--- src/rtl/calc_pkg.sv ---
// Shared types for the iterative calculator: opcode and control-state encodings.
// Ports: none (package).
// Imported by iterative_calculator and iterative_calculator_dpath.
package calc_pkg;

   typedef enum logic [1:0] {
      OP_ADD  = 2'b00,
      OP_SUB  = 2'b01,
      OP_MUL  = 2'b10,
      OP_MULQ = 2'b11
   } calc_op_t;

   typedef enum logic [1:0] {
      IDLE = 2'b00,
      CALC = 2'b01,
      DONE = 2'b10
   } calc_state_t;

endpackage

--- src/rtl/iterative_calculator_dpath.sv ---
// Datapath: operand/accumulator/counter registers, add/sub/MULQ logic, shift-add step, result register.
// Ports: load_i captures operands (and the quick result), calc_i runs one multiply step,
//        last_o flags the final multiply step, result_o is the held result.
module iterative_calculator_dpath
   import calc_pkg::*;
#(
   parameter int p_nbits = 16
) (
   input  logic               clk_i,
   input  logic               rst_i,
   input  logic               load_i,
   input  logic               calc_i,
   input  calc_op_t           op_i,
   input  logic [p_nbits-1:0] in0_i,
   input  logic [p_nbits-1:0] in1_i,
   output logic               last_o,
   output logic [p_nbits-1:0] result_o
);

   localparam int CW = (p_nbits > 1) ? $clog2(p_nbits) : 1;

   logic [p_nbits-1:0] a_q, a_d;
   logic [p_nbits-1:0] b_q, b_d;
   logic [p_nbits-1:0] acc_q, acc_d;
   logic [p_nbits-1:0] result_q, result_d;
   logic [CW-1:0]      cnt_q, cnt_d;

   logic [p_nbits-1:0] sum_ab;
   logic [p_nbits-1:0] diff_ab;
   logic [p_nbits-1:0] mulq_ab;
   logic [p_nbits-1:0] quick_res;
   logic [p_nbits-1:0] acc_step;

   // Single-cycle ops are resolved straight from the inputs on the accept edge.
   assign sum_ab  = in0_i + in1_i;
   assign diff_ab = in0_i + ~in1_i + {{(p_nbits-1){1'b0}}, 1'b1};
   // in0 * in1[1:0] as two gated partial products.
   assign mulq_ab = (in1_i[0] ? in0_i : '0) + (in1_i[1] ? (in0_i << 1) : '0);

   // Ternaries rather than a case so an X opcode stays X on the result.
   assign quick_res = (op_i == OP_ADD) ? sum_ab  :
                      (op_i == OP_SUB) ? diff_ab : mulq_ab;

   assign acc_step = acc_q + (b_q[0] ? a_q : '0);
   assign last_o   = (cnt_q == CW'(p_nbits - 1));
   assign result_o = result_q;

   always_comb begin
      a_d      = a_q;
      b_d      = b_q;
      acc_d    = acc_q;
      cnt_d    = cnt_q;
      result_d = result_q;
      if (load_i) begin
         a_d   = in0_i;
         b_d   = in1_i;
         acc_d = '0;
         cnt_d = '0;
         if (op_i != OP_MUL) begin
            result_d = quick_res;
         end
      end else if (calc_i) begin
         acc_d = acc_step;
         a_d   = a_q << 1;
         b_d   = b_q >> 1;
         cnt_d = cnt_q + CW'(1);
         // Final step: the accumulated sum becomes the result as we enter DONE.
         if (last_o) begin
            result_d = acc_step;
         end
      end
   end

   always_ff @(posedge clk_i) begin
      if (rst_i) begin
         a_q      <= '0;
         b_q      <= '0;
         acc_q    <= '0;
         cnt_q    <= '0;
         result_q <= '0;
      end else begin
         a_q      <= a_d;
         b_q      <= b_d;
         acc_q    <= acc_d;
         cnt_q    <= cnt_d;
         result_q <= result_d;
      end
   end

endmodule

--- src/rtl/iterative_calculator.sv ---
// Multi-cycle calculator: ADD/SUB/MULQ in 1 cycle, full shift-add MUL in p_nbits+1 cycles.
// Ports: val/rdy input stream (in0, in1, op), val/rdy output stream (result).
// Only one op in flight; input is refused until the result has been taken.
module iterative_calculator
   import calc_pkg::*;
#(
   parameter int p_nbits = 16
) (
   input  logic               clk,
   input  logic               rst,
   input  logic               istream_val,
   output logic               istream_rdy,
   input  logic [p_nbits-1:0] in0,
   input  logic [p_nbits-1:0] in1,
   input  logic [1:0]         op,
   output logic               ostream_val,
   input  logic               ostream_rdy,
   output logic [p_nbits-1:0] result
);

   calc_state_t state_q, state_d;
   logic        load_en;
   logic        calc_en;
   logic        calc_last;

   // State register.
   always_ff @(posedge clk) begin
      if (rst) begin
         state_q <= IDLE;
      end else begin
         state_q <= state_d;
      end
   end

   // Next-state logic. Ternaries keep an X on istream_val/op visible in state_d.
   always_comb begin
      state_d = state_q;
      case (state_q)
         IDLE:    state_d = istream_val ? ((op == OP_MUL) ? CALC : DONE) : IDLE;
         CALC:    state_d = calc_last ? DONE : CALC;
         DONE:    state_d = ostream_rdy ? IDLE : DONE;
         default: state_d = state_q;
      endcase
   end

   // Output / control decode.
   always_comb begin
      istream_rdy = (state_q == IDLE);
      ostream_val = (state_q == DONE);
      calc_en     = (state_q == CALC);
      load_en     = istream_val & istream_rdy;
   end

   iterative_calculator_dpath #(
      .p_nbits (p_nbits)
   ) u_dpath (
      .clk_i    (clk),
      .rst_i    (rst),
      .load_i   (load_en),
      .calc_i   (calc_en),
      .op_i     (calc_op_t'(op)),
      .in0_i    (in0),
      .in1_i    (in1),
      .last_o   (calc_last),
      .result_o (result)
   );

endmodule

--- config.mk ---
export PLATFORM = sky130hd
export DESIGN_NAME = iterative_calculator
export DESIGN_NICKNAME = d
export VERILOG_FILES = /design/src/rtl/calc_pkg.sv /design/src/rtl/iterative_calculator_dpath.sv /design/src/rtl/iterative_calculator.sv
export SDC_FILE = /design/constraint.sdc
export NUM_CORES = 1
export LEC_CHECK = 0
export CAP_MARGIN = 10
export CORE_MARGIN = 3
export CORE_UTILIZATION = 35
export CTS_BUF_LIST = sky130_fd_sc_hd__clkbuf_8
export DETAILED_ROUTE_END_ITERATION = 7
export MAX_ROUTING_LAYER = met4
export PLACE_DENSITY = 0.52
export REMOVE_ABC_BUFFERS = 1
export SLEW_MARGIN = 20
export SYNTH_ARGS = -nofsm -noshare
export SYNTH_HDL_FRONTEND = slang
export SYNTH_SLANG_ARGS = --single-unit
--- constraint.sdc ---
create_clock -name clk -period 4 [get_ports clk]
set_input_delay 0.4 -clock clk [delete_from_list [all_inputs] [get_ports clk]]
set_output_delay 0.4 -clock clk [all_outputs]
set_load 0.02 [all_outputs]
Yosys cells after proc, flatten, opt, wreduce, memory -nomap -nowiden
Cells that the tools add are included.
{"block": "totals", "output_inout_bits": 18, "in_bits": 38, "register_bits": 70}
{"block": "op_classes", "n_bitwise": 2, "eq_ne": 7, "n_addsub": 6, "reduce_logical": 7, "muxes": 18}
{"cell": "2-to-1 mux 16 bit", "count": 13}
{"cell": "adder 16 bit", "count": 4}
{"cell": "adder 16 x 1 -> 16 bit, second input constant", "count": 1}
{"cell": "inverter 16 bit", "count": 1}
{"cell": "2-to-1 mux 2 bit", "count": 4}
{"cell": "case mux 2 bit (3 select lines)", "count": 1}
{"cell": "adder 4 x 1 -> 4 bit, second input constant", "count": 1}
{"cell": "equality test 2 x 1 -> 1 bit, second input constant", "count": 2}
{"cell": "equality test 2 bit, second input constant", "count": 2}
{"cell": "equality test 4 bit, second input constant", "count": 1}
{"cell": "zero test 2 bit", "count": 2}
{"cell": "nonzero test 2 bit", "count": 2}
{"cell": "AND reduction 3 bit", "count": 1}
{"cell": "nonzero test 3 bit", "count": 1}
{"cell": "!= test 2 x 1 -> 1 bit, second input constant", "count": 1}
{"cell": "!= test 2 bit, second input constant", "count": 1}
{"cell": "OR reduction 2 bit", "count": 1}
{"cell": "AND 1 bit", "count": 1}

Logic depth before layout (Yosys ltp)
{"block": "logic_depth", "depth_word": 7, "ltp_mapped": 13, "ltp_nobuf": 12}

Cells and area by module
From an unflattened synthesis, not the netlist that was laid out.
{"block": "unflattened", "cells_unflattened": 782, "area_unflattened_um2": 6138.4}
{"mod": "iterative_calculator_dpath", "cells_per_inst": 761, "area_each_um2": 5944.5, "n_inst": 1}
{"mod": "iterative_calculator", "cells_per_inst": 21, "area_each_um2": 193.9, "n_inst": 1}

Worst setup path after synthesis
Ideal clock, no wire load.
{"block": "synth_path", "path_type": "in2reg", "startpoint": "in in1[0]", "endpoint": "reg u_dpath.result_q[15], in the netlist u_dpath.result_o[15]", "t_arrival_ns": 2.708, "path_slack_ns": 1.189, "t_required_ns": 3.897, "path_stages": 13, "setup_ns": 0.103, "path_cell_list": "buf_4 > clkbuf_1 > and2_1 > ha_1 > ha_1 > nor3_2 > a211oi_4 > nor4b_4 > o31ai_4 > and4_1 > a31oi_1 > a221oi_1 > a2111oi_2"}
{"block": "synth_between", "elab_chain_len": 7, "elab_cells_between_ends": 10, "cone_classes": "4 x add/sub; 5 x mux; 1 x bitwise"}
{"element": "start, declared", "line_no": "iterative_calculator.sv:14", "text": "input logic [p_nbits-1:0] in1,"}
{"element": "inverter 16 bit", "line_no": "iterative_calculator_dpath.sv:36", "text": "assign diff_ab = in0_i + ~in1_i + {{(p_nbits-1){1'b0}}, 1'b1};"}
{"element": "adder 16 bit", "line_no": "iterative_calculator_dpath.sv:36"}
{"element": "adder 16 x 1 -> 16 bit", "line_no": "iterative_calculator_dpath.sv:36"}
{"element": "2-to-1 mux 16 bit", "line_no": "iterative_calculator_dpath.sv:42", "text": "(op_i == OP_SUB) ? diff_ab : mulq_ab;"}
{"element": "2-to-1 mux 16 bit *", "line_no": "iterative_calculator_dpath.sv:41", "text": "assign quick_res = (op_i == OP_ADD) ? sum_ab :"}
{"element": "2-to-1 mux 16 bit *", "line_no": "iterative_calculator_dpath.sv:59", "text": "if (op_i != OP_MUL) begin"}
{"element": "2-to-1 mux 16 bit *", "line_no": "iterative_calculator_dpath.sv:54", "text": "if (load_i) begin"}
{"element": "end signal, assigned", "line_no": "iterative_calculator_dpath.sv:86", "text": "result_q <= result_d;"}
{"element": "end, declared", "line_no": "iterative_calculator_dpath.sv:25", "text": "logic [p_nbits-1:0] result_q, result_d;"}
Mark *: on every way between the ends. The rest lies on a longest branch, timed or not. The select of a mux whose other input is x is not followed.
A chain may end at the register's enable or synchronous reset.

Final worst setup path
{"block": "layout_path", "startpoint": "reg u_dpath.b_q[0]", "endpoint": "reg u_dpath.result_q[15], in the netlist u_dpath.result_o[15]"}
{"block": "layout_between", "elab_chain_len": 5}
{"element": "start, declared", "line_no": "iterative_calculator_dpath.sv:23", "text": "logic [p_nbits-1:0] b_q, b_d;"}
{"element": "start signal, assigned", "line_no": "iterative_calculator_dpath.sv:77", "text": "b_q <= '0;"}
{"element": "start signal, assigned", "line_no": "iterative_calculator_dpath.sv:83", "text": "b_q <= b_d;"}
{"element": "2-to-1 mux 16 bit", "line_no": "iterative_calculator_dpath.sv:44", "text": "assign acc_step = acc_q + (b_q[0] ? a_q : '0);"}
{"element": "adder 16 bit", "line_no": "iterative_calculator_dpath.sv:44"}
{"element": "2-to-1 mux 16 bit", "line_no": "iterative_calculator_dpath.sv:68", "text": "if (last_o) begin"}
{"element": "2-to-1 mux 16 bit", "line_no": "iterative_calculator_dpath.sv:62", "text": "end else if (calc_i) begin"}
{"element": "2-to-1 mux 16 bit", "line_no": "iterative_calculator_dpath.sv:54"}
No other way between the ends. The select of a mux whose other input is x is not followed.

==> results.py <==
metrics = {
    "synthesis": {
        "synth_edf_count": 0,
        "netlist-cell-type-count": 77,
        "synth_top_flop_cell": "dfxtp_1",
        "synthesis.area_per_instance_um2": 7.887,
        "synth_async_sr_flop_share_pct": 0,
        "synth.cell_area_mm2": 0.006523,
        "synthesis.instances": 827,
        "ys_ff_latch": 70,
        "yosys_warnings": 0,
        "synth_sequential_area_ratio_pct": 21.48,
    },
    "clock_tree": {
        "worst_setup_hold_path_clk_slew_ns": 0.09,
        "clock_latency_ns": 0.37,
        "clkSinkCount": 70,
        "htree_levels": 3,
        "hold_buffers": 0,
        "post_cts_buffers": 0,
        "cts-buffers-inserted": 9,
        "clockRootBuffer": "clkbuf_8",
        "post_cts_resized": 0,
        "tritoncts": "built",
        "cts-root-to-sink-buffers": 2,
    },
    "placement": {
        "gp_routability_congestion": 0.8808,
        "portBuffers": 55,
        "placed_area_mm2": 0.007320,
        "dpl.cell_count": 1085,
        "detailedPlacementHpwl_um": 14230,
    },
    "pwr": {
        "power.ir.vdd_worst_mv": 0.1348,
        "cellInternalPower_mw": 1.394,
        "power_spent_charging_and_discharging_nets_uw": 738.2,
        "power.share.clock_pct": 31.3,
        "swShare_pct": 34.61,
        "comb_power_share_pct": 32.2,
        "powerDensity_mw_per_mm2": 283.2,
        "p_leak_nw": 2.916,
        "power.share.sequential_pct": 36.5,
        "sum_of_internal_switching_and_leakage_power_mw": 2.133,
    },
    "critical_path": {
        "crit-reg2reg-launch": "u_dpath.b_q[0]",
        "critPathMostFrequentCell": "a21oi_1",
        "setup.worst_path.start_class": "flip-flop",
        "critical_path.endpoint": "u_dpath.result_o[15]",
        "crit_fanout": 17,
        "crit_slowest_cell": "dfxtp_1",
        "critPathArrivalTime_ns": 3.37,
        "cp_data_required_time_ns": 4.28,
        "critical_path.startpoint": "u_dpath.b_q[0]",
        "timing.setup.critical_path_class": "flip-flop to flip-flop",
        "critical-path-max-stage-delay_ns": 0.69,
        "ff2ff_setup_slack_ns": 0.90,
        "regToRegEndpoint": "u_dpath.result_o[15]",
        "worstPathCellList": "and2_1 -> ha_1 -> a21oi_1 -> o2111ai_1 -> a31oi_1 -> o21bai_2 -> a21oi_1 -> o21ai_1 -> xnor2_1 -> a2111oi_2",
        "reg2reg_depth": 10,
        "critPathCaptureType": "flip-flop",
    },
    "route": {
        "post-route-drc-count": 0,
        "drt.antenna.violating_nets": 0,
        "postRouteWirelength_um": 18730,
        "avgRoutedWirePerCell_um": 17.04,
        "drt-initial-drc-count": 357,
        "vias_per_cell": 5.378,
        "vias": 5910,
        "drt_pass1_iterations": 4,
    },
    "sta": {
        "max_clock_freq_mhz": 323.0,
        "worst_slew_margin_rel_pct": 40.07,
        "fin_worst_skew_ns": 0.01477,
        "setup_viol_count_final": 0,
        "finalMaxSlewViolations": 0,
        "final_critical_path_share_of_the_clock_period_pct": 77.39,
        "finalCriticalPeriod_ns": 3.096,
        "hold_violation_count_in_the_final_report": 0,
        "rsz_0062_raised_after_global_routing": "false",
        "worst_slew_pin_slew_ns": 0.8989,
    },
    "cells_and_area": {
        "post_route_cells_drive_above_1_share_pct": 7.011,
        "net_count_final": 973,
        "antenna_cells": 0,
        "layout_commonest_cell": "nor2_1",
        "syn_to_final_growth_pct": 15.44,
        "most_frequent_cells_in_the_layout": "nor2_1, dfxtp_1, ha_1",
        "finalNonFillerCells": 1099,
        "stdcell_area_mm2": 0.007530,
    },
    "run": {
        "max_cap_violation_count": 0,
    },
    "floorplan": {
        "floorplan.initialDensity_pct": 35.94,
        "floorplan.rows": 49,
        "die_area_mm2": 0.02031,
        "ioPinCount": 56,
        "dieHeight_um": 142.5,
        "core_mm2": 0.01815,
        "horiz_die_dim_um": 142.5,
    },
    "outcome": {
        "run_status": "complete, no violations",
    },
    "grt": {
        "grt_pass1_wl_um": 30100,
        "pin_count_of_the_biggest_net_entering_global_routing": 56,
        "antenna_found_initial": 0,
        "vias_in_the_first_global_route": 5652,
        "grt-ovfl-total": 0,
        "global_route_usage_sum_pct": 19.12,
    },
    "min_path": {
        "hold_path_class": "flip-flop to flip-flop",
    },
}
per-layer routing:
| metal | up-vias | global-route usage [%] | routed length (um) |
|---|---|---|---|
| met1 | 2743 | 26.51 | 9566 |
| li1 | 3054 | - | - |
| met5 | - | - | 0 |
| met2 | 99 | 29.97 | 8426 |
| met4 | 0 | 4.752 | 194 |
| met3 | 14 | 1.848 | 537 |
logic make-up after synthesis:
kind of cell               after synthesis  share of synthesized area [%]
buffers and inverters                   78                          4.681
and+or+nand+nor                        303                          23.52
muxes                                   52                          8.018
DFF                                     70                          21.48
AOI/OAI and AO/OA                      220                          24.07
adders and majority gates               68                          13.39
xor gates and xnor gates                36                          4.834
worst min-delay path by stage:
| stage | cells after the start | from | to |
|---|---|---|---|
| 2_1_floorplan | 2 | u_dpath.b_q[15] | u_dpath.b_q[15] |
| 3_3_place_gp | 2 | u_dpath.result_o[1] | u_dpath.result_o[1] |
| 3_5_place_dp | 2 | u_dpath.result_o[1] | u_dpath.result_o[1] |
| 4_1_cts | 2 | u_dpath.result_o[1] | u_dpath.result_o[1] |
| 5_1_grt | 2 | u_dpath.result_o[1] | u_dpath.result_o[1] |
| 6_report | 2 | u_dpath.result_o[1] | u_dpath.result_o[1] |
registers in the layout, summed over array words and instances (netlist names):
register / count
u_dpath.acc_q: 16
u_dpath.b_q: 16
u_dpath.result_o: 16
u_dpath.a_q: 16
u_dpath.cnt_q: 4
state_q: 2
final cells by class:
cell class	count	area [um^2]
Fill cell	1857	10620
Multi-Input combinational cell	679	4831
Sequential cell	70	1401
Timing Repair Buffer	71	665.6
Tap cell	229	286.5
Clock buffer	10	137.6
Inverter	36	135.1
Clock inverter	4	72.57
per-stage QoR:
step	setup TNS, ns	util [%]	worst slack [ns]	hold slack [ns]
after floorplan	-0.1203	-	-0.1203	0.4604
after global placement	0	40.33	0.6449	0.4450
after detailed placement	0	40.33	0.5996	0.4449
after CTS	0	41.49	0.9079	0.4641
after global routing	0	41.49	0.6432	0.4919
final	0	41.49	0.9045	0.4603
critical path, delay by kind of cell, from the launching register on:
kind                     cells  cell delay (ns)
AO/OA/AOI/OAI                7             1.63
XOR/XNOR                     1             0.19
AND/OR/NAND/NOR              1             0.27
adder cells (fa/ha/maj)      1             0.24
flip-flops                   1             0.69
synthesized netlist by cell type (3+ instances only):
master    instances  area (um^2)
a211oi_1         51        382.9
a21o_1           10        75.07
a21oi_1          45        225.2
a221oi_1          4        35.03
a22oi_1           4        30.03
a31oi_1           9        56.30
and2_1           43        269.0
and3_1            5        31.28
buf_1            12        45.04
buf_2             7        35.03
clkbuf_1         22        82.58
dfxtp_1          70         1401
fa_1              3        60.06
ha_1             65        813.3
inv_1            36        135.1
mux2i_1          50        500.5
nand2_1          44        165.2
nand2b_1         12        75.07
nand3_1          10        50.05
nand4_1           4        25.02
nor2_1          113        424.2
nor2b_1          14        87.58
nor3_1           22        110.1
nor3_2            3        30.03
nor4_1            4        25.02
o211ai_1         14        105.1
o21a_1            8        60.06
o21ai_0          30        150.1
o21ai_1           3        15.01
o22ai_1           4        25.02
o31ai_1           5        37.54
or2_2             5        31.28
or3_1             7        43.79
xnor2_1          21        183.9
xor2_1           15        131.4
power groups by stage:
stage,Combinational (mW),Clock (mW),Sequential [mW]
2_1_floorplan,0.430,0,0.799
3_3_place_gp,0.688,0,0.794
3_5_place_dp,0.684,0,0.794
4_1_cts,0.688,0.689,0.778
5_1_grt,0.759,0.706,0.784
6_report,0.687,0.668,0.778
No activity file was read; power rests on OpenSTA's default activity.
==> variant 1 (same settings) <==
`p_nbits` is set to 16 in 2 places; all go to 8.
--- a/src/rtl/iterative_calculator_dpath.sv
+++ b/src/rtl/iterative_calculator_dpath.sv
@@ -4,7 +4,7 @@
 module iterative_calculator_dpath
    import calc_pkg::*;
 #(
-   parameter int p_nbits = 16
+   parameter int p_nbits = 8
 ) (
    input  logic               clk_i,
    input  logic               rst_i,
--- a/src/rtl/iterative_calculator.sv
+++ b/src/rtl/iterative_calculator.sv
@@ -4,7 +4,7 @@
 module iterative_calculator
    import calc_pkg::*;
 #(
-   parameter int p_nbits = 16
+   parameter int p_nbits = 8
 ) (
    input  logic               clk,
    input  logic               rst,
Ports: changed (resized in0, in1 and result); port bits go from 56 to 32. The function was not compared with the original's and may differ.
==> variant 1 against the unedited design <==
Design area fell by 53%. Core utilization rose by 1.1 points. Sequential cell count fell by 33. Area after synthesis fell by 54%. Sequential power fell by 47%. Routed wire length fell by 60%. Total power fell by 51%. Worst setup slack improved by 0.35 ns. Largest cell class unchanged. Highest routed layer unchanged.
==> variant 1: results (changes against the unedited design) <==
- Result of the run: finished clean (unchanged)
- Average cell area after synthesis: 8.17 um^2 (was 7.89 um^2)
- Post-Place Cells: 492 (was 1085)
- Maximum number of pins on one net before global-route repair: 31 (was 56)
- Minimum hold slack: 0.464 ns (was 0.460 ns)
- Footprint of the flip-flops and latches: 741 um^2 (was 1400 um^2)
- Avg Vias per Cell: 5.19 (was 5.38)
- Count of unique library cells instantiated by Yosys: 50 (was 77)
- Violation count after the first detailed-route iteration: 97 (was 357)
- Met2 Wirelength: 3370 um (was 8430 um)
- Crit path max fanout: 10 (was 17)
- Global placer's final weighted congestion: 0.812 (was 0.881)
- Main area contributors after synthesis: sky130_fd_sc_hd__dfxtp_1 (25%), sky130_fd_sc_hd__ha_1 (14%), sky130_fd_sc_hd__mux2i_1 (8.6%) (was sky130_fd_sc_hd__dfxtp_1 (21%), sky130_fd_sc_hd__ha_1 (12%), sky130_fd_sc_hd__mux2i_1 (7.7%))
- Share of cell area taken by flip-flops and latches: 21.0% (was 18.6%)
- Reg-to-reg slack, setup: 1.66 ns (was 0.90 ns)
- Total routing usage reported by global routing: 15.9% (was 19.1%)
- Non-clk invs: 18 (was 36)
- Hold EP: u_dpath.result_o[2] (was u_dpath.result_o[1])
- Fraction of cell area in non-clock buffers: 9.64% (was 8.84%)
- Layout fillers: 881 (was 1857)
- Post-detail-place hpwl: 5750 um (was 14200 um)
- Vias in the first global route: 2461 (was 5652)
- Amount of wire on met3 after detailed routing: 254 um (was 537 um)
- Multi-input combinational cell count: 297 (was 679)
- Worst path arrival time: 2.94 ns (was 3.37 ns)
- Maximum resistive drop on vdd: 0.204 mV (was 0.135 mV)
- CTS sink cnt: 37 (was 70)
- Worst-path cell with the longest stage delay: sky130_fd_sc_hd__clkdlybuf4s50_1 (was sky130_fd_sc_hd__dfxtp_1)
- Slowest cell delay on critical path: 0.73 ns (was 0.69 ns)
- # clk buffers: 6 (was 10)
- Clock Latency Late Sink: 0.29 ns (was 0.37 ns)
- Clock network share of area: 3.40% (was 2.79%)
- Remaining max-slew budget at the tightest pin: 50.7% (was 40.1%)
- Sequential fraction of the synthesis area: 24.6% (was 21.5%)
- Layout cell share with drive strength beyond 1: 4.81% (was 7.01%)
- Worst clock skew: 0.00720 ns (was 0.0148 ns)
- Share of total power in combinational logic: 27.2% (was 32.2%)
- Number of buffers created by CTS: 5 (was 9)
- Sw Share: 30.5% (was 34.6%)
- Number of H-tree branching levels: 2 (was 3)
- Capturing point of the worst reg2reg path: u_dpath.result_o[6] (was u_dpath.result_o[15])
- GR met1 Demand/Resource: 21.4% (was 26.5%)
- Relative contribution of the clock network to total power: 33.5% (was 31.3%)
- Non-filler instance count after layout: 500 (was 1099)
variant 1: cell count changes in the layout (fill, tap and decap cells not counted), sizes merged, moves of 23 or more:
cell	change
mux2i	-24
nor2	-66
nand2	-23
clkdlybuf4s50	-23
a211oi	-36
dfxtp	-33
and2	-27
a21oi	-24
ha	-31
variant 1: kinds of logic after synthesis:
| logic type | after synthesis | synth area share, % |
|---|---|---|
| AOI/OAI and AO/OA | 90 | 20.2 |
| xor gates and xnor gates | 18 | 5.23 |
| adders and majority gates | 37 | 16.1 |
| buffers and inverters | 35 | 4.77 |
| DFF | 37 | 24.6 |
| muxes | 27 | 9.00 |
| and+or+nand+nor | 125 | 20.1 |
variant 1: how the worst max path moves through the flow:
stage,to,cells after the start
global placement,u_dpath.result_o[7],11
detailed placement,u_dpath.result_o[7],11
CTS,u_dpath.result_o[7],11
global route,u_dpath.result_o[7],11
finish,u_dpath.result_o[7],11
floorplan,u_dpath.result_o[7],7
==> variant 2 (same flow settings) <==
Without the edit above. Encoding of `calc_state_t`: now one-hot (3 bits for 3 states).
--- a/src/rtl/calc_pkg.sv
+++ b/src/rtl/calc_pkg.sv
@@ -10,10 +10,10 @@
       OP_MULQ = 2'b11
    } calc_op_t;
 
-   typedef enum logic [1:0] {
-      IDLE = 2'b00,
-      CALC = 2'b01,
-      DONE = 2'b10
+   typedef enum logic [2:0] {
+      IDLE = 3'b001,
+      CALC = 3'b010,
+      DONE = 3'b100
    } calc_state_t;
 
 endpackage
Check against the original RTL: same outputs for any inputs over 10 cycles, from zero or initial values and one cycle with rst high; not proved beyond that.
==> variant 2 against the unedited design <==
Total power decreased by 0.66%. Largest cell class unchanged. Clock skew decreased by 0.0053 ns. Highest routed layer unchanged. Worst setup slack got worse by 0.28 ns. Critical path type unchanged. Design area decreased by 7.2%. Fmax decreased by 8.2%. Die area decreased by 7.6%. Sequential cell count increased by 1. Area after synthesis decreased by 7.9%. Routed wire length decreased by 3.2%. Critical endpoint is now u_dpath.result_o[14]. First-iteration DRC count decreased by 32%.
==> variant 2: results (changes against the unedited design) <==
- Global placer's final weighted congestion: 0.874 (was 0.881)
- Leakage component of the power: 2.78 nW (was 2.92 nW)
- Post-detail-place hpwl: 13400 um (was 14200 um)
- Final layout net count: 964 (was 973)
- Capturing element of the worst setup path: u_dpath.result_o[14] (was u_dpath.result_o[15])
- Routed met1 length: 8900 um (was 9570 um)
- Sequential share of power: 37.4% (was 36.5%)
- Compound-cell area share of the yosys netlist: 26.5% (was 24.1%)
- Result of the run: finished clean (unchanged)
- Post-synthesis mux area share: 0.667% (was 8.02%)
- Worst path arrival time: 3.63 ns (was 3.37 ns)
- Hold EP: u_dpath.b_q[2] (was u_dpath.result_o[1])
- GR met1 Demand/Resource: 27.3% (was 26.5%)
- Met2 Use GR: 32.8% (was 30.0%)
- Layout fillers: 1727 (was 1857)
- Xor and xnor fraction of the mapped netlist area: 6.42% (was 4.83%)
- Count of unique library cells instantiated by Yosys: 64 (was 77)
- Commonest cells in the synthesized netlist: sky130_fd_sc_hd__a21oi_1 (123), sky130_fd_sc_hd__nand2_1 (106), sky130_fd_sc_hd__nor2_1 (87) (was sky130_fd_sc_hd__nor2_1 (113), sky130_fd_sc_hd__dfxtp_1 (70), sky130_fd_sc_hd__ha_1 (65))
- Int Power: 1.37 mW (was 1.39 mW)
- Gate count after technology mapping: 826 (was 827)
- Reg-to-reg slack, setup: 0.63 ns (was 0.90 ns)
- Post-place instance area: 6770 um^2 (was 7320 um^2)
- Amount of wire on met3 after detailed routing: 602 um (was 537 um)
- Area share of fa/ha/maj cells after synthesis: 13.7% (was 13.4%)
- Maximum number of pins on one net before global-route repair: 55 (was 56)
- Violation count after the first detailed-route iteration: 244 (was 357)
- Sequential fraction of the synthesis area: 23.7% (was 21.5%)
- Vias in the first global route: 5597 (was 5652)
- Met2 Wirelength: 8300 um (was 8430 um)
- Worst Reg2Reg Path Length in Cells: 12 (was 10)
- Detailed-route wire length: 18100 um (was 18700 um)
- Transition time at the pin with the least slew margin: 0.941 ns (was 0.899 ns)
- Met3 track utilization from global routing: 2.17% (was 1.85%)
- Total via count after detailed routing: 5798 (was 5910)
- Relative contribution of the clock network to total power: 32.6% (was 31.3%)
- Worst Min Path Start: u_dpath.b_q[2] (was u_dpath.result_o[1])
- Wire length of the first global-routing pass: 29300 um (was 30100 um)
## variant 2: cell count changes in the layout (fill, tap and decap cells not counted), sizes merged, moves of 11 or more
| cell | unedited run | this run |
|---|---|---|
| a211oi | 54 | 10 |
| a21oi | 45 | 123 |
| a22oi | 4 | 16 |
| mux2i | 50 | 4 |
| nand2 | 45 | 106 |
| nor2 | 114 | 87 |
| nor3 | 25 | 14 |
| o211ai | 14 | 3 |
## variant 2: metrics by stage
stage / setup WS, ns / hold WS [ns] / cells
2_1_floorplan: 0.175 / 0.430 / 783
3_3_place_gp: 0.416 / 0.445 / 1071
3_5_place_dp: 0.361 / 0.447 / 1071
4_1_cts: 0.618 / 0.461 / 1087
5_1_grt: 0.427 / 0.471 / 1087
6_report: 0.627 / 0.456 / 1087
## variant 2: worst register-to-register path, stage by stage, from the launching register on
cell                        delay (ns)
sky130_fd_sc_hd__dfxtp_1          0.49
sky130_fd_sc_hd__and2_1           0.24
sky130_fd_sc_hd__ha_1             0.22
sky130_fd_sc_hd__fa_1             0.42
sky130_fd_sc_hd__a21oi_1          0.19
sky130_fd_sc_hd__o2111ai_1        0.26
sky130_fd_sc_hd__a221o_1          0.40
sky130_fd_sc_hd__a31o_2           0.28
sky130_fd_sc_hd__a21o_1           0.18
sky130_fd_sc_hd__a21oi_1          0.18
sky130_fd_sc_hd__xnor2_1          0.11
sky130_fd_sc_hd__o21ai_0          0.24
sky130_fd_sc_hd__a21oi_1          0.06
## variant 2: final cells by class
class                   instances  area, um^2  area share, %
inverters                      36         135           1.93
repair buffers                 68         643           9.21
flip-flops and latches         71        1420           20.3
clock inverters                 7        95.1           1.36
clock buffers                   9         124           1.77
multi-input cells             676        4290           61.4
well taps                     220         275           3.94
